### src/rtl/alu_share_arbiter_pkg.sv
// -----------------------------------------------------------------------------
// alu_share_arbiter_pkg
// Shared definitions for the ALU sharing arbiter:
//   - ALU_OP_* opcode constants, matching the encoding the ALU decodes
//   - ARB_PORTS: number of requesters sharing the ALU
//   - buf_state_t: per-port response buffer state (EMPTY / FULL)
// No ports; imported by alu_arb_resp_buf and alu_share_arbiter.
// -----------------------------------------------------------------------------
package alu_share_arbiter_pkg;

  localparam int ALU_OP_W = 4;

  localparam logic [ALU_OP_W-1:0] ALU_OP_ADD  = 4'h0;
  localparam logic [ALU_OP_W-1:0] ALU_OP_SUB  = 4'h1;
  localparam logic [ALU_OP_W-1:0] ALU_OP_AND  = 4'h2;
  localparam logic [ALU_OP_W-1:0] ALU_OP_OR   = 4'h3;
  localparam logic [ALU_OP_W-1:0] ALU_OP_XOR  = 4'h4;
  localparam logic [ALU_OP_W-1:0] ALU_OP_SLL  = 4'h5;
  localparam logic [ALU_OP_W-1:0] ALU_OP_SRL  = 4'h6;
  localparam logic [ALU_OP_W-1:0] ALU_OP_SRA  = 4'h7;
  localparam logic [ALU_OP_W-1:0] ALU_OP_SLT  = 4'h8;
  localparam logic [ALU_OP_W-1:0] ALU_OP_SLTU = 4'h9;

  localparam int ARB_PORTS = 2;

  typedef enum logic {
    BUF_EMPTY = 1'b0,
    BUF_FULL  = 1'b1
  } buf_state_t;

endpackage

### src/rtl/alu_arb_resp_buf.sv
// -----------------------------------------------------------------------------
// alu_arb_resp_buf
// One-entry response register for a single arbiter port.
//
// Handshake: a response transfers on a cycle where the buffer is FULL and
// resp_ready is high. A new capture in that same cycle refills the buffer
// (back-to-back), so a port can sustain one op per cycle while its consumer
// keeps resp_ready high. While FULL and !resp_ready, data is held stable.
//
// Ports:
//   clk, rst        clock, synchronous active-high reset
//   req_valid       request valid of this port (for eligibility)
//   capture         grant for this port: load result/less/zero this edge
//   result_in       ALU result to capture
//   less_in         ALU less flag to capture
//   zero_in         ALU zero flag to capture
//   resp_ready      consumer accepts the buffered response
//   eligible        port may be granted this cycle
//   state           buffer FSM state (EMPTY/FULL); FULL means response valid
//   resp_result     buffered result
//   resp_less       buffered less flag
//   resp_zero       buffered zero flag
// -----------------------------------------------------------------------------
module alu_arb_resp_buf
  import alu_share_arbiter_pkg::*;
#(
  parameter int DATA_LEN = 32
) (
  input  logic                clk,
  input  logic                rst,
  input  logic                req_valid,
  input  logic                capture,
  input  logic [DATA_LEN-1:0] result_in,
  input  logic                less_in,
  input  logic                zero_in,
  input  logic                resp_ready,
  output logic                eligible,
  output buf_state_t          state,
  output logic [DATA_LEN-1:0] resp_result,
  output logic                resp_less,
  output logic                resp_zero
);

  buf_state_t state_q;
  buf_state_t state_d;

  // The slot frees up in the same cycle the consumer drains it, which is
  // what allows back-to-back grants to a port with resp_ready held high.
  assign eligible = req_valid && ((state_q == BUF_EMPTY) || resp_ready);
  assign state    = state_q;

  always_comb begin
    state_d = state_q;
    case (state_q)
      BUF_EMPTY: if (capture) state_d = BUF_FULL;
      BUF_FULL:  if (resp_ready && !capture) state_d = BUF_EMPTY;
      default:   state_d = BUF_EMPTY;
    endcase
  end

  always_ff @(posedge clk) begin
    if (rst) begin
      state_q <= BUF_EMPTY;
    end else begin
      state_q <= state_d;
    end
  end

  always_ff @(posedge clk) begin
    if (rst) begin
      resp_result <= '0;
      resp_less   <= 1'b0;
      resp_zero   <= 1'b0;
    end else if (capture) begin
      resp_result <= result_in;
      resp_less   <= less_in;
      resp_zero   <= zero_in;
    end
  end

endmodule

### src/rtl/alu_share_arbiter.sv
// -----------------------------------------------------------------------------
// alu_share_arbiter
// Shares one combinational ALU between port 0 (EXU) and port 1 (branch /
// compare unit). At most one request is granted per cycle by round-robin;
// the granted operands/opcode drive the ALU in the same cycle and the ALU
// outputs are registered into that port's response buffer, giving a fixed
// 1-cycle latency from request accept to response valid.
//
// Handshake semantics (all channels): a transfer happens on a rising clk
// edge where valid and ready are both high. Requesters hold req fields
// stable while valid && !ready. reqN_ready is combinational from the
// current-cycle inputs and state, and is forced low while rst is high.
//
// Optional feature (macro ALU_ARB_STAT_EN): adds free-running 32-bit
// counters stat_grant0 / stat_grant1 (grants per port) and stat_conflict
// (cycles where both ports were eligible). They wrap and clear on rst.
//
// Ports:
//   clk, rst                      clock, synchronous active-high reset
//   reqN_valid/ready              port N request handshake
//   reqN_src1/src2/op             port N operands and ALU opcode
//   respN_valid/ready             port N response handshake
//   respN_result/less/zero        port N registered ALU outputs
//   alu_src1/src2/control         drive to shared ALU (0/0/ADD when idle)
//   alu_result/less/zero          from shared ALU
//   stat_grant0/1, stat_conflict  statistics (ALU_ARB_STAT_EN only)
// -----------------------------------------------------------------------------
module alu_share_arbiter
  import alu_share_arbiter_pkg::*;
#(
  parameter int DATA_LEN = 32,
  parameter int OP_LEN   = 4
) (
  input  logic                clk,
  input  logic                rst,

  input  logic                req0_valid,
  output logic                req0_ready,
  input  logic [DATA_LEN-1:0] req0_src1,
  input  logic [DATA_LEN-1:0] req0_src2,
  input  logic [OP_LEN-1:0]   req0_op,
  output logic                resp0_valid,
  input  logic                resp0_ready,
  output logic [DATA_LEN-1:0] resp0_result,
  output logic                resp0_less,
  output logic                resp0_zero,

  input  logic                req1_valid,
  output logic                req1_ready,
  input  logic [DATA_LEN-1:0] req1_src1,
  input  logic [DATA_LEN-1:0] req1_src2,
  input  logic [OP_LEN-1:0]   req1_op,
  output logic                resp1_valid,
  input  logic                resp1_ready,
  output logic [DATA_LEN-1:0] resp1_result,
  output logic                resp1_less,
  output logic                resp1_zero,

  output logic [DATA_LEN-1:0] alu_src1,
  output logic [DATA_LEN-1:0] alu_src2,
  output logic [OP_LEN-1:0]   alu_control,
  input  logic [DATA_LEN-1:0] alu_result,
  input  logic                alu_less,
  input  logic                alu_zero
`ifdef ALU_ARB_STAT_EN
  ,
  output logic [31:0]         stat_grant0,
  output logic [31:0]         stat_grant1,
  output logic [31:0]         stat_conflict
`endif
);

  logic [ARB_PORTS-1:0] eligible;
  logic [ARB_PORTS-1:0] grant;
  buf_state_t           state0;
  buf_state_t           state1;

  // Port that won the most recent grant; resets to 1 so port 0 wins the
  // first tie.
  logic last_grant_q;
  logic last_grant_d;

  // ---------------------------------------------------------------------------
  // Response buffers
  // ---------------------------------------------------------------------------
  alu_arb_resp_buf #(.DATA_LEN(DATA_LEN)) u_buf0 (
    .clk         (clk),
    .rst         (rst),
    .req_valid   (req0_valid),
    .capture     (grant[0]),
    .result_in   (alu_result),
    .less_in     (alu_less),
    .zero_in     (alu_zero),
    .resp_ready  (resp0_ready),
    .eligible    (eligible[0]),
    .state       (state0),
    .resp_result (resp0_result),
    .resp_less   (resp0_less),
    .resp_zero   (resp0_zero)
  );

  alu_arb_resp_buf #(.DATA_LEN(DATA_LEN)) u_buf1 (
    .clk         (clk),
    .rst         (rst),
    .req_valid   (req1_valid),
    .capture     (grant[1]),
    .result_in   (alu_result),
    .less_in     (alu_less),
    .zero_in     (alu_zero),
    .resp_ready  (resp1_ready),
    .eligible    (eligible[1]),
    .state       (state1),
    .resp_result (resp1_result),
    .resp_less   (resp1_less),
    .resp_zero   (resp1_zero)
  );

  assign resp0_valid = (state0 == BUF_FULL);
  assign resp1_valid = (state1 == BUF_FULL);

  // ---------------------------------------------------------------------------
  // Round-robin arbitration
  // ---------------------------------------------------------------------------
  // Grants are suppressed during reset so nothing is accepted into a buffer
  // that the same edge is clearing.
  always_comb begin
    grant        = '0;
    last_grant_d = last_grant_q;
    if (!rst) begin
      if (eligible[0] && (!eligible[1] || last_grant_q)) begin
        grant[0] = 1'b1;
      end else if (eligible[1]) begin
        grant[1] = 1'b1;
      end
    end
    if (grant[0]) begin
      last_grant_d = 1'b0;
    end else if (grant[1]) begin
      last_grant_d = 1'b1;
    end
  end

  always_ff @(posedge clk) begin
    if (rst) begin
      last_grant_q <= 1'b1;
    end else begin
      last_grant_q <= last_grant_d;
    end
  end

  assign req0_ready = grant[0];
  assign req1_ready = grant[1];

  // ---------------------------------------------------------------------------
  // ALU operand mux; idle drive is a harmless 0 + 0 ADD
  // ---------------------------------------------------------------------------
  always_comb begin
    alu_src1    = '0;
    alu_src2    = '0;
    alu_control = OP_LEN'(ALU_OP_ADD);
    if (grant[0]) begin
      alu_src1    = req0_src1;
      alu_src2    = req0_src2;
      alu_control = req0_op;
    end else if (grant[1]) begin
      alu_src1    = req1_src1;
      alu_src2    = req1_src2;
      alu_control = req1_op;
    end
  end

`ifdef ALU_ARB_STAT_EN
  // ---------------------------------------------------------------------------
  // Statistics counters (wrap at 2^32)
  // ---------------------------------------------------------------------------
  always_ff @(posedge clk) begin
    if (rst) begin
      stat_grant0   <= '0;
      stat_grant1   <= '0;
      stat_conflict <= '0;
    end else begin
      if (grant[0]) stat_grant0 <= stat_grant0 + 32'd1;
      if (grant[1]) stat_grant1 <= stat_grant1 + 32'd1;
      if (&eligible) stat_conflict <= stat_conflict + 32'd1;
    end
  end
`endif

endmodule

### config.mk
export PLATFORM = sky130hd
export DESIGN_NAME = alu_share_arbiter
export DESIGN_NICKNAME = d
export VERILOG_FILES = /design/src/rtl/alu_share_arbiter_pkg.sv /design/src/rtl/alu_arb_resp_buf.sv /design/src/rtl/alu_share_arbiter.sv
export SDC_FILE = /design/constraint.sdc
export NUM_CORES = 1
export LEC_CHECK = 0
export BUFFER_PORTS_ARGS = -buffer_cell sky130_fd_sc_hd__buf_4
export CORE_AREA = 2 2 124 126
export DETAILED_ROUTE_END_ITERATION = 10
export DIE_AREA = 0 0 126 128
export MAX_ROUTING_LAYER = met4
export PLACE_DENSITY = 0.65
export RECOVER_POWER = 25
export SLEW_MARGIN = 40
export SYNTH_ARGS = -nofsm -noshare
export SYNTH_HDL_FRONTEND = slang
export SYNTH_SLANG_ARGS = --single-unit
### constraint.sdc
create_clock -name clk -period 4.4 [get_ports clk]
set_input_delay 0.88 -clock clk [delete_from_list [all_inputs] [get_ports clk]]
set_output_delay 0.88 -clock clk [all_outputs]
set_load 0.1 [all_outputs]
==> impl_metrics.prom, run 1 <==
# TYPE chip_impl_metric gauge
chip_impl_metric{name="die_w",unit="um"} 126
chip_impl_metric{name="boundaryPins",unit=""} 316
chip_impl_metric{name="edff_count_synth",unit=""} 0
chip_impl_metric{name="core_area",unit="um^2"} 14900
chip_impl_metric{name="power.density_cell_area",unit="nW/um^2"} 374
chip_impl_metric{name="final_setup_violating_endpoints",unit=""} 0
chip_impl_metric{name="crit_required",unit="ns"} 3.52
chip_impl_metric{name="syn_area",unit="um^2"} 4710
chip_impl_metric{name="timing.final.ws_setup",unit="ns"} 0.669
chip_impl_metric{name="fin_worst_skew",unit="ns"} 0.00687
chip_impl_metric{name="detailroute.via_count",unit=""} 4698
chip_impl_info{name="timing.critical_path.from_type",value="primary input"} 1
chip_impl_metric{name="dpl-instance-area",unit="um^2"} 7190
chip_impl_metric{name="antenna_violations_before_repair",unit=""} 0
chip_impl_metric{name="cts.htree.levels",unit=""} 3
chip_impl_info{name="synth.most_common_cell",value="nand2b_1"} 1
chip_impl_metric{name="gp_routability_congestion",unit=""} 0.999
chip_impl_metric{name="floorplan.initialDensity",unit="%"} 31.7
chip_impl_info{name="hold_path.class",value="flop to flop"} 1
chip_impl_metric{name="drt-pass1-iter-count",unit=""} 4
chip_impl_metric{name="place.port_buffers",unit=""} 315
chip_impl_metric{name="wl_per_cell",unit="um"} 17.1
chip_impl_info{name="worst_setup_path_startpoint",value="resp1_ready"} 1
chip_impl_metric{name="max-slew-margin-rel",unit="%"} 17.1
chip_impl_metric{name="synth.top_cell.area_share",unit="%"} 30.1
chip_impl_metric{name="max_slew.worst_pin.slew",unit="ns"} 1.25
chip_impl_info{name="setup.worst_path.end_class",value="output pin"} 1
chip_impl_metric{name="layout-drive-gt1-share",unit="%"} 42.9
chip_impl_metric{name="clock_sink_count",unit=""} 71
chip_impl_metric{name="final-max-slew-violation-count",unit=""} 0
chip_impl_info{name="synthFlopType",value="dfxtp_1"} 1
chip_impl_metric{name="post-cts-setup-buffers",unit=""} 0
chip_impl_metric{name="power.static_leakage",unit="nW"} 3.48
chip_impl_metric{name="pin_count_of_the_biggest_net_entering_global_routing",unit=""} 99
chip_impl_info{name="synthDominantAreaCellType",value="dfxtp_1"} 1
chip_impl_metric{name="total_of_warnings_raised_by_yosys",unit=""} 0
chip_impl_metric{name="max-cap-violations",unit=""} 0
chip_impl_metric{name="fin_nets",unit=""} 969
chip_impl_info{name="ys_top_cells_by_count",value="nand2b_1 (172), dfxtp_1 (71), inv_1 (69)"} 1
chip_impl_metric{name="synth-compound-area-share",unit="%"} 20.7
chip_impl_metric{name="cts_resized",unit=""} 0
chip_impl_metric{name="synth_simple_gate_area_share",unit="%"} 23.6
chip_impl_metric{name="synth.area.mux_share",unit="%"} 14.4
chip_impl_info{name="grt_setup_unrepaired",value="no"} 1
chip_impl_info{name="tritoncts",value="yes"} 1
chip_impl_metric{name="p_total",unit="W"} 0.00275
chip_impl_metric{name="detailed_place_hpwl",unit="mm"} 13.0
chip_impl_metric{name="first_global_vias",unit=""} 4694
chip_impl_metric{name="chipHeight",unit="um"} 128
chip_impl_info{name="post_synth_main_area_contributors",value="dfxtp_1 (30%), nand2b_1 (23%), o32ai_2 (15%), mux2i_1 (14%), inv_1 (5.5%)"} 1
chip_impl_metric{name="yosysUniqueCellTypes",unit=""} 21
chip_impl_metric{name="r2r_cells",unit=""} 4
chip_impl_metric{name="clk_pin_slew_worst_paths",unit="ns"} 0.06
chip_impl_info{name="timing.hold.worst_endpoint",value="u_buf0.resp_result[1]"} 1
chip_impl_metric{name="synth-adder-area-share",unit="%"} 0
chip_impl_metric{name="drt_drc_violations_left",unit=""} 0
chip_impl_metric{name="fp-row-count",unit=""} 45
chip_impl_info{name="hp-start",value="u_buf0.resp_result[1]"} 1
chip_impl_metric{name="synth_cells",unit=""} 511
chip_impl_info{name="cts_root_buf",value="clkbuf_16"} 1
chip_impl_metric{name="final-hold-violation-count",unit=""} 0
chip_impl_metric{name="drt-vias-per-instance",unit=""} 4.76
chip_impl_metric{name="hold_path_depth",unit=""} 2
chip_impl_metric{name="timing.final.crit_share",unit="%"} 84.8
chip_impl_metric{name="crit_path_time_final",unit="ns"} 3.73
chip_impl_metric{name="grt_first_pass_wirelength",unit="mm"} 25.3
chip_impl_metric{name="ys_seq_area_share",unit="%"} 30.1
chip_impl_metric{name="synthesis.nets",unit=""} 687
chip_impl_metric{name="global_route.overflow_total",unit=""} 0
chip_impl_metric{name="fmax",unit="MHz"} 268
chip_impl_metric{name="drt_first_iter_violations",unit=""} 204
chip_impl_metric{name="critical_path_peak_fanout",unit=""} 58
chip_impl_metric{name="synth-async-reset-ratio",unit="%"} 0
chip_impl_metric{name="fin_setup_tns",unit="ns"} 0
chip_impl_metric{name="final_area",unit="um^2"} 7350
chip_impl_metric{name="globalRouteTotalUtil",unit="%"} 20.3
chip_impl_metric{name="finalWirelength",unit="mm"} 16.9
chip_impl_metric{name="clock_latency",unit="ns"} 0.33
chip_impl_metric{name="ant_nets",unit=""} 0
chip_impl_metric{name="synthXorXnorAreaFrac",unit="%"} 0
chip_impl_metric{name="synth_seq_cells",unit=""} 71
chip_impl_info{name="crit_type",value="primary input to output pin"} 1
chip_impl_metric{name="post-route-util",unit="%"} 49.4
chip_impl_metric{name="antenna_cells_inserted",unit=""} 0
chip_impl_metric{name="floorplan.die_area",unit="um^2"} 16100
chip_impl_metric{name="synthToLayoutAreaGrowth",unit="%"} 55.9
chip_impl_info{name="crit-reg2reg-launch",value="u_buf1.state"} 1
chip_impl_info{name="reg_to_reg_endpoint",value="u_buf0.resp_result[15]"} 1
chip_impl_info{name="result_of_the_run",value="finished, final reports clean"} 1
chip_impl_metric{name="power.ir.vdd_worst",unit="uV"} 215
chip_impl_metric{name="max-clock-path-buffers",unit=""} 2
chip_impl_metric{name="timing.critical_path.arrival",unit="ns"} 2.85
chip_impl_metric{name="reg2reg_slack",unit="ns"} 2.60
chip_impl_metric{name="number_of_buffers_added_by_the_clock_tree_synthesis_step",unit=""} 9
chip_impl_metric{name="avgSynthCellArea",unit="um^2"} 9.23
chip_impl_info{name="dominant_combinational_cell_family_by_area_after_synthesis",value="simple AND/OR/NAND/NOR gates"} 1
chip_impl_metric{name="cts-hold-fix-buffers",unit=""} 0
chip_impl_metric{name="pre_cts_ws",unit="ns"} 0.730
## logic make-up after synthesis
kind of cell	Yosys count
AOI/OAI and AO/OA	75
muxes	68
DFF	71
buffers and inverters	119
and+or+nand+nor	178
## cell type report
type                            count  area (um^2)
Tap cell                          188          235
Inverter                           69          259
Clock inverter                      5         78.8
Fill cell                        1465         7510
Sequential cell                    71         1420
Clock buffer                       11          253
Timing Repair Buffer              321         2280
Multi-Input combinational cell    321         2820
## layout by cell type, fill, tap and decap left out, drive strengths merged, types with 2 or more instances in the layout
cell type and count:
nor2 3, nand2b 173, bufinv 2, o32ai 68, buf 274, inv 70
dfxtp 71, clkbuf 58, mux2i 68, clkinv 2
## flip-flops by register name (all words and copies together), names as in the netlist
| name | count |
|---|---|
| u_buf1.resp_zero | 1 |
| u_buf0.resp_result | 32 |
| u_buf0.resp_zero | 1 |
| u_buf1.state | 1 |
| u_buf1.resp_less | 1 |
| u_buf0.resp_less | 1 |
| u_buf0.state | 1 |
| u_buf1.resp_result | 32 |
| last_grant_q | 1 |
## worst max path at each step
stage                                 to  slack [ns]  cells past startpoint
after floorplan           alu_control[1]       -0.48                      4
after detailed placement     alu_src2[8]        0.73                      6
final                        alu_src2[8]        0.67                      6
after global routing         alu_src2[8]        0.55                      6
after CTS                    alu_src2[8]        0.72                      6
after global placement      alu_src2[12]        0.77                      6
## metal layers
layer | wire [um] | global-route usage [%]
met1 | 6870 | 23.8
met3 | 1330 | 6.05
met4 | 388 | 7.18
met2 | 8270 | 33.2
met5 | 0 | -
## stage by stage
step / hold slack (ns) / std cells
after global routing: 0.497 / 986
final: 0.475 / 986
after floorplan: 0.473 / 511
after CTS: 0.478 / 986
after global placement: 0.459 / 970
after detailed placement: 0.464 / 970
## critical path, stage by stage
cell and delay (ns):
clkbuf_4 0.11, nor2b_1 0.41, a311o_2 0.58, buf_12 0.39
o32ai_1 0.16, buf_4 0.29
## where the power goes
group	total, W	switching, W	internal [W]
combinational	0.00125	0.000925	0.000322
sequential	0.000718	0.0000272	0.000691
clock	0.000787	0.000261	0.000526
No activity file was read; power rests on OpenSTA's default activity.
==> run 2: changes to the inputs <==
--- a/config.mk
+++ b/config.mk
@@ -6,11 +6,11 @@
 export NUM_CORES = 1
 export LEC_CHECK = 0
 export BUFFER_PORTS_ARGS = -buffer_cell sky130_fd_sc_hd__buf_4
-export CORE_AREA = 2 2 124 126
+export CORE_AREA = 2 2 121 123
 export DETAILED_ROUTE_END_ITERATION = 10
-export DIE_AREA = 0 0 126 128
+export DIE_AREA = 0 0 123 125
 export MAX_ROUTING_LAYER = met4
-export PLACE_DENSITY = 0.65
+export PLACE_DENSITY = 0.68
 export RECOVER_POWER = 25
 export SLEW_MARGIN = 40
 export SYNTH_ARGS = -nofsm -noshare
==> constraint.sdc (replaced) <==
create_clock -name clk -period 3.82 [get_ports clk]
set_input_delay 0.764 -clock clk [delete_from_list [all_inputs] [get_ports clk]]
set_output_delay 0.764 -clock clk [all_outputs]
set_load 0.1 [all_outputs]
==> run 2 against run 1 <==
Effect of this change:
- total power grew 18%
- wire length up 0.27%
- hold slack lost 0.0047 ns
- combinational power up 22%
- utilization is 6.0 points higher
- non-clock buffer count is 8 higher
- setup slack got worse by 0.064 ns
- cell area is 7.2% higher
==> impl_metrics.prom, run 2 (synthesized netlist as in run 1, its figures left out) <==
# TYPE chip_impl_metric gauge
chip_impl_metric{name="fin_worst_skew",unit="ns"} 0.00440
chip_impl_metric{name="final_setup_violating_endpoints",unit=""} 0
chip_impl_metric{name="ant_nets",unit=""} 0
chip_impl_metric{name="drt-vias-per-instance",unit=""} 4.84
chip_impl_info{name="top_regs",value="u_buf0.resp_result: 32 flops, u_buf1.resp_result: 32 flops"} 1
chip_impl_metric{name="timing.final.crit_share",unit="%"} 84.2
chip_impl_metric{name="chipHeight",unit="um"} 125
chip_impl_metric{name="power.ir.vdd_worst",unit="uV"} 331
chip_impl_info{name="grt_setup_unrepaired",value="no"} 1
chip_impl_metric{name="grtUsageMet2",unit="%"} 34.9
chip_impl_metric{name="number_of_buffers_added_by_the_clock_tree_synthesis_step",unit=""} 9
chip_impl_metric{name="swShare",unit="%"} 44.6
chip_impl_metric{name="power.static_leakage",unit="nW"} 3.53
chip_impl_metric{name="stdcell_count",unit=""} 991
chip_impl_metric{name="drt-pass1-iter-count",unit=""} 4
chip_impl_info{name="setup.worst_path.end_class",value="output pin"} 1
chip_impl_metric{name="power.internal",unit="W"} 0.00179
chip_impl_metric{name="first_global_vias",unit=""} 4869
chip_impl_metric{name="power.density_cell_area",unit="nW/um^2"} 411
chip_impl_metric{name="reg2reg_slack",unit="ns"} 1.76
chip_impl_metric{name="synthToLayoutAreaGrowth",unit="%"} 67.1
chip_impl_metric{name="detailroute.via_count",unit=""} 4794
chip_impl_metric{name="clock_latency",unit="ns"} 0.32
chip_impl_info{name="hold_path.class",value="flop to flop"} 1
chip_impl_metric{name="power_frac_seq",unit="%"} 25.5
chip_impl_metric{name="place.detailed.instances",unit=""} 974
chip_impl_info{name="worst_setup_path_startpoint",value="resp1_ready"} 1
chip_impl_metric{name="global_route.overflow_total",unit=""} 0
chip_impl_metric{name="floorplan.initialDensity",unit="%"} 33.2
chip_impl_metric{name="grt_use_met3",unit="%"} 7.48
chip_impl_metric{name="detailed_place_hpwl",unit="mm"} 13.3
chip_impl_metric{name="crit_required",unit="ns"} 3.06
chip_impl_info{name="critical_path.cell_chain",value="clkbuf_4 -> nor2b_1 -> o211ai_1 -> buf_12 -> o32ai_1 -> buf_4"} 1
chip_impl_metric{name="critical_path_peak_fanout",unit=""} 46
chip_impl_info{name="most_common_cell_after_layout_fill_and_taps_aside",value="buf_4"} 1
chip_impl_metric{name="clk_pin_slew_worst_paths",unit="ns"} 0.05
chip_impl_metric{name="crit_path_time_final",unit="ns"} 3.21
chip_impl_info{name="path_delay_family",value="buffers and inverters"} 1
chip_impl_metric{name="boundaryPins",unit=""} 316
chip_impl_metric{name="pin_count_of_the_biggest_net_entering_global_routing",unit=""} 105
chip_impl_metric{name="finalWirelength",unit="mm"} 16.9
chip_impl_info{name="timing.hold.worst_endpoint",value="u_buf1.resp_result[22]"} 1
chip_impl_info{name="cts_root_buf",value="clkbuf_16"} 1
chip_impl_metric{name="fin_nets",unit=""} 977
chip_impl_metric{name="antenna_violations_before_repair",unit=""} 2
chip_impl_info{name="crit-reg2reg-launch",value="last_grant_q"} 1
chip_impl_info{name="result_of_the_run",value="finished, final reports clean"} 1
chip_impl_metric{name="cp_num_buf_inv",unit=""} 3
chip_impl_info{name="tritoncts",value="yes"} 1
chip_impl_info{name="grt_busiest_layer",value="met2"} 1
chip_impl_metric{name="place.port_buffers",unit=""} 315
chip_impl_metric{name="cts-hold-fix-buffers",unit=""} 0
chip_impl_metric{name="final-hold-violation-count",unit=""} 0
chip_impl_info{name="leading_cell_types_in_the_layout_fill_and_taps_excluded",value="buf_4 (277), nand2b_1 (172), dfxtp_1 (71)"} 1
chip_impl_metric{name="cts_resized",unit=""} 0
chip_impl_metric{name="gp_routability_congestion",unit=""} 0.880
chip_impl_metric{name="p_switching",unit="W"} 0.00145
chip_impl_info{name="hp-start",value="u_buf1.resp_result[22]"} 1
chip_impl_metric{name="drt_first_iter_violations",unit=""} 179
chip_impl_metric{name="timing.critical_path.arrival",unit="ns"} 2.45
chip_impl_metric{name="wl_per_cell",unit="um"} 17.1
chip_impl_metric{name="max-slew-margin-rel",unit="%"} 18.8
chip_impl_metric{name="drt_drc_violations_left",unit=""} 0
chip_impl_metric{name="hold_path_depth",unit=""} 2
chip_impl_metric{name="critical-path-max-stage-delay",unit="ns"} 0.40
chip_impl_metric{name="globalRouteTotalUtil",unit="%"} 21.8
chip_impl_metric{name="dpl-instance-area",unit="um^2"} 7740
chip_impl_metric{name="final-max-slew-violation-count",unit=""} 0
chip_impl_metric{name="power.clock.fraction",unit="%"} 27.2
chip_impl_metric{name="cts.htree.levels",unit=""} 3
chip_impl_metric{name="core_area",unit="um^2"} 14200
chip_impl_metric{name="post-cts-setup-buffers",unit=""} 0
chip_impl_metric{name="final_area",unit="um^2"} 7880
chip_impl_metric{name="floorplan.die_area",unit="um^2"} 15400
chip_impl_metric{name="fmax",unit="MHz"} 311
chip_impl_metric{name="max-clock-path-buffers",unit=""} 2
chip_impl_metric{name="max_slew.worst_pin.slew",unit="ns"} 1.22
chip_impl_metric{name="clock_sink_count",unit=""} 71
chip_impl_metric{name="fp-row-count",unit=""} 44
chip_impl_info{name="crit_slowest_cell",value="nor2b_1"} 1
chip_impl_metric{name="groute.layer.met1.usage",unit="%"} 25.1
chip_impl_metric{name="power_frac_comb",unit="%"} 47.3
chip_impl_info{name="crit_type",value="primary input to output pin"} 1
chip_impl_metric{name="layout-drive-gt1-share",unit="%"} 43.1
chip_impl_metric{name="r2r_cells",unit=""} 5
chip_impl_info{name="timing.critical_path.from_type",value="primary input"} 1
chip_impl_info{name="reg_to_reg_endpoint",value="u_buf0.resp_result[25]"} 1
chip_impl_metric{name="grt_first_pass_wirelength",unit="mm"} 25.6
chip_impl_metric{name="max-cap-violations",unit=""} 0
chip_impl_metric{name="die_w",unit="um"} 123
## run 2: cell types whose count changed in the layout (fill, tap and decap cells not counted)
cell	delta
nor2_1	-1
nor2_2	+1
o32ai_4	+43
buf_6	-1
clkinv_2	-2
buf_4	+7
inv_6	-1
o32ai_2	-43
diode_2	+2
clkinvlp_4	+1
clkbuf_1	+3
## run 2: layout make-up
type | instances | area (um^2)
diodes | 2 | 5.00
clock inverters | 3 | 67.6
repair buffers | 329 | 2340
inverters | 69 | 259
multi-input cells | 321 | 3310
clock buffers | 12 | 246
well taps | 184 | 230
fillers | 1307 | 6330
flip-flops and latches | 71 | 1420
## run 2: worst max-delay path by stage
stage	slack, ns	end	depth (start not counted)
final	0.61	alu_src2[12]	6
after global routing	0.49	alu_src2[12]	6
after CTS	0.61	alu_src2[3]	6
after detailed placement	0.62	alu_src2[3]	6
after global placement	0.68	alu_src2[13]	6
after floorplan	-0.94	alu_control[1]	4
## run 2: power by group through the flow
stage	Clock (W)	Sequential (W)	Combinational, W
2_1_floorplan	0	0.00122	0.000816
3_3_place_gp	0	0.000840	0.00155
3_5_place_dp	0	0.000842	0.00157
4_1_cts	0.000910	0.000828	0.00157
5_1_grt	0.000937	0.000833	0.00159
6_report	0.000881	0.000826	0.00153
## run 2: worst min-delay path: stages, from the launching register on
cell,delay (ns)
dfxtp_1,0.31
nand2b_1,0.06
mux2i_1,0.05
## run 2: metrics by stage
| stage | total power [W] | setup TNS (ns) | hold WS (ns) | utilization, % | worst slack, ns |
|---|---|---|---|---|---|
| after floorplan | 0.00204 | -18.86 | 0.473 | - | -0.940 |
| after global placement | 0.00239 | 0 | 0.459 | 54.5 | 0.680 |
| after detailed placement | 0.00241 | 0 | 0.463 | 54.5 | 0.623 |
| after CTS | 0.00331 | 0 | 0.474 | 56.7 | 0.613 |
| after global routing | 0.00336 | 0 | 0.497 | 55.5 | 0.491 |
| final | 0.00324 | 0 | 0.470 | 55.5 | 0.605 |
## run 2: layer usage
| layer | share of wire [%] | up-vias |
|---|---|---|
| met5 | 0 | - |
| met4 | 3.0 | 0 |
| met3 | 11 | 34 |
| met2 | 47 | 206 |
| met1 | 39 | 2241 |
| li1 | - | 2313 |
==> run 3: changes to the inputs <==
--- a/config.mk
+++ b/config.mk
@@ -6,11 +6,11 @@
 export NUM_CORES = 1
 export LEC_CHECK = 0
 export BUFFER_PORTS_ARGS = -buffer_cell sky130_fd_sc_hd__buf_4
-export CORE_AREA = 2 2 121 123
+export CORE_AREA = 2 2 124 126
 export DETAILED_ROUTE_END_ITERATION = 10
-export DIE_AREA = 0 0 123 125
+export DIE_AREA = 0 0 126 128
 export MAX_ROUTING_LAYER = met4
-export PLACE_DENSITY = 0.68
+export PLACE_DENSITY = 0.67
 export RECOVER_POWER = 25
 export SLEW_MARGIN = 40
 export SYNTH_ARGS = -nofsm -noshare
==> constraint.sdc (replaced) <==
create_clock -name clk -period 2.9 [get_ports clk]
set_input_delay 0.58 -clock clk [delete_from_list [all_inputs] [get_ports clk]]
set_output_delay 0.58 -clock clk [all_outputs]
set_load 0.1 [all_outputs]
==> run 3 against run 2 <==
Effect of this change:
- the flow now finishes with violations (capacitance limit, slew limit)
- combinational power increased by 40%
- sequential power increased by 32%
- die area increased by 4.9%
- sequential share of layout area decreased by 1.1 points
- wire length decreased by 0.98%
- via count decreased by 0.58%
- register-to-register slack got worse by 0.85 ns
- setup slack got worse by 0.51 ns
- final cell count increased by 0.91%
==> impl_metrics.prom, run 3 (synthesized netlist as in run 1, its figures left out) <==
# TYPE chip_impl_metric gauge
chip_impl_info{name="top_regs",value="u_buf0.resp_result: 32 flops, u_buf1.resp_result: 32 flops"} 1
chip_impl_metric{name="power_frac_seq",unit="%"} 25.6
chip_impl_metric{name="clock_latency",unit="ns"} 0.33
chip_impl_metric{name="fmax",unit="MHz"} 356
chip_impl_metric{name="detailroute.via_count",unit=""} 4766
chip_impl_metric{name="fin_nets",unit=""} 983
chip_impl_metric{name="antenna_violations_before_repair",unit=""} 0
chip_impl_metric{name="global_route.overflow_total",unit=""} 0
chip_impl_metric{name="clk_pin_slew_worst_paths",unit="ns"} 0.05
chip_impl_metric{name="wl_per_cell",unit="um"} 16.7
chip_impl_metric{name="p_switching",unit="W"} 0.00197
chip_impl_metric{name="final_setup_violating_endpoints",unit=""} 0
chip_impl_metric{name="max-cap-violations",unit=""} 1
chip_impl_metric{name="clock_sink_count",unit=""} 71
chip_impl_metric{name="layout-drive-gt1-share",unit="%"} 47.4
chip_impl_metric{name="ff_latch_area",unit="um^2"} 1430
chip_impl_metric{name="max-clock-path-buffers",unit=""} 2
chip_impl_metric{name="power.static_leakage",unit="nW"} 3.67
chip_impl_metric{name="floorplan.die_area",unit="um^2"} 16100
chip_impl_metric{name="cts.htree.levels",unit=""} 3
chip_impl_metric{name="multi_input_logic_area",unit="um^2"} 3750
chip_impl_metric{name="antenna_cells_inserted",unit=""} 0
chip_impl_info{name="hold_path.class",value="flop to flop"} 1
chip_impl_info{name="most_common_cell_after_layout_fill_and_taps_aside",value="buf_4"} 1
chip_impl_info{name="leading_cell_types_in_the_layout_fill_and_taps_excluded",value="buf_4 (286), nand2b_1 (172), dfxtp_1 (70)"} 1
chip_impl_metric{name="max_slew.worst_pin.slew",unit="ns"} 1.68
chip_impl_info{name="tritoncts",value="yes"} 1
chip_impl_info{name="result_of_the_run",value="finished, violations left"} 1
chip_impl_info{name="setup.worst_path.end_class",value="output pin"} 1
chip_impl_metric{name="drt_drc_violations_left",unit=""} 0
chip_impl_metric{name="core_area",unit="um^2"} 14900
chip_impl_info{name="cts_root_buf",value="clkbuf_16"} 1
chip_impl_metric{name="drt_first_iter_violations",unit=""} 129
chip_impl_metric{name="cts_resized",unit=""} 0
chip_impl_info{name="critical_path.cell_chain",value="buf_4 -> nand2b_4 -> a311o_2 -> buf_12 -> o32ai_4 -> buf_4"} 1
chip_impl_info{name="crit_slowest_cell",value="a311o_2"} 1
chip_impl_metric{name="detailed_place_hpwl",unit="mm"} 13.4
chip_impl_info{name="failed_checks",value="capacitance limit, slew limit"} 1
chip_impl_metric{name="power.ir.vdd_worst",unit="uV"} 373
chip_impl_metric{name="cts-hold-fix-buffers",unit=""} 0
chip_impl_metric{name="crit_path_time_final",unit="ns"} 2.81
chip_impl_info{name="timing.critical_path.from_type",value="primary input"} 1
chip_impl_metric{name="power.clock.fraction",unit="%"} 24.0
chip_impl_metric{name="globalRouteTotalUtil",unit="%"} 20.5
chip_impl_metric{name="fin_setup_tns",unit="ns"} 0
chip_impl_metric{name="final-hold-violation-count",unit=""} 0
chip_impl_metric{name="timing.final.crit_share",unit="%"} 96.7
chip_impl_metric{name="chipHeight",unit="um"} 128
chip_impl_metric{name="ant_nets",unit=""} 0
chip_impl_metric{name="gp_routability_congestion",unit=""} 0.880
chip_impl_metric{name="number_of_buffers_added_by_the_clock_tree_synthesis_step",unit=""} 9
chip_impl_metric{name="power.internal",unit="W"} 0.00228
chip_impl_metric{name="timing.critical_path.arrival",unit="ns"} 2.23
chip_impl_metric{name="floorplan.initialDensity",unit="%"} 31.7
chip_impl_metric{name="power.density_cell_area",unit="nW/um^2"} 504
chip_impl_metric{name="fp-row-count",unit=""} 45
chip_impl_metric{name="swShare",unit="%"} 46.3
chip_impl_metric{name="grt_first_pass_wirelength",unit="mm"} 26.0
chip_impl_metric{name="fin_worst_skew",unit="ns"} 0.00389
chip_impl_metric{name="pin_count_of_the_biggest_net_entering_global_routing",unit=""} 59
chip_impl_metric{name="first_global_vias",unit=""} 4914
chip_impl_metric{name="crit_required",unit="ns"} 2.32
chip_impl_info{name="crit_type",value="primary input to output pin"} 1
chip_impl_info{name="critical_path.most_common_cell",value="buf_4"} 1
chip_impl_metric{name="post-cts-setup-buffers",unit=""} 0
chip_impl_metric{name="place.port_buffers",unit=""} 315
chip_impl_metric{name="finalWirelength",unit="mm"} 16.7
chip_impl_metric{name="post-route-util",unit="%"} 56.7
chip_impl_info{name="path_delay_family",value="compound AO/OA/AOI/OAI gates"} 1
chip_impl_metric{name="die_w",unit="um"} 126
chip_impl_info{name="grt_setup_unrepaired",value="no"} 1
chip_impl_metric{name="synthToLayoutAreaGrowth",unit="%"} 78.7
chip_impl_metric{name="drt-pass1-iter-count",unit=""} 4
chip_impl_metric{name="filler_cell_count",unit=""} 1355
chip_impl_metric{name="final-max-slew-violation-count",unit=""} 59
chip_impl_metric{name="max-slew-margin-rel",unit="%"} -11.8
chip_impl_metric{name="critical-path-max-stage-delay",unit="ns"} 0.46
chip_impl_metric{name="critical_path_peak_fanout",unit=""} 42
chip_impl_metric{name="power_frac_comb",unit="%"} 50.4
chip_impl_metric{name="boundaryPins",unit=""} 316
chip_impl_metric{name="cp_num_buf_inv",unit=""} 3
chip_impl_metric{name="drt-vias-per-instance",unit=""} 4.77
run 3: worst min-delay path, delay by kind of cell (launching register included):
| family | cells | cell delay, ns |
|---|---|---|
| simple gates | 1 | 0.06 |
| flops | 1 | 0.31 |
| mux | 1 | 0.06 |
run 3: routing by layer:
| metal | wire [um] | up-vias | track usage [%] |
|---|---|---|---|
| met4 | 333 | 0 | 6.01 |
| met1 | 6640 | 2237 | 23.8 |
| li1 | - | 2321 | - |
| met5 | 0 | - | - |
| met2 | 8610 | 184 | 35.4 |
| met3 | 1150 | 24 | 5.09 |
run 3: worst paths after layout:
| path | startpoint | end | slack [ns] | cells past startpoint |
|---|---|---|---|---|
| setup reg to reg | last_grant_q | u_buf0.resp_result[4] | 0.91 | 6 |
| hold reg to reg | u_buf1.resp_result[10] | u_buf1.resp_result[10] | 0.47 | 2 |
| hold / removal | u_buf1.resp_result[10] | u_buf1.resp_result[10] | 0.47 | 2 |
| setup / recovery | resp0_ready | alu_src2[6] | 0.09 | 6 |
run 3: final cells by class:
class | instances | area share (%)
clock buffers | 13 | 3.09
clock inverters | 3 | 0.208
inverters | 69 | 3.07
multi-input cells | 321 | 44.5
flip-flops and latches | 71 | 16.9
well taps | 188 | 2.79
repair buffers | 335 | 29.4
run 3: per-stage QoR:
| stage | hold slack [ns] | total power (W) | cell area (um^2) | setup slack [ns] | std cells |
|---|---|---|---|---|---|
| global placement | 0.460 | 0.00327 | 8300 | 0.160 | 984 |
| finish | 0.473 | 0.00425 | 8430 | 0.0949 | 1000 |
| floorplan | 0.473 | 0.00278 | 5680 | 0.0108 | 511 |
| global route | 0.497 | 0.00440 | 8430 | 0.0158 | 1000 |
| detailed placement | 0.463 | 0.00330 | 8300 | 0.102 | 984 |
| CTS | 0.478 | 0.00433 | 8580 | 0.100 | 1000 |
run 3: power groups by stage:
stage	combinational, W	clock (W)	sequential, W
floorplan	0.00117	0	0.00161
global placement	0.00217	0	0.00111
detailed placement	0.00219	0	0.00111
CTS	0.00219	0.00105	0.00109
global route	0.00222	0.00109	0.00110
finish	0.00214	0.00102	0.00109
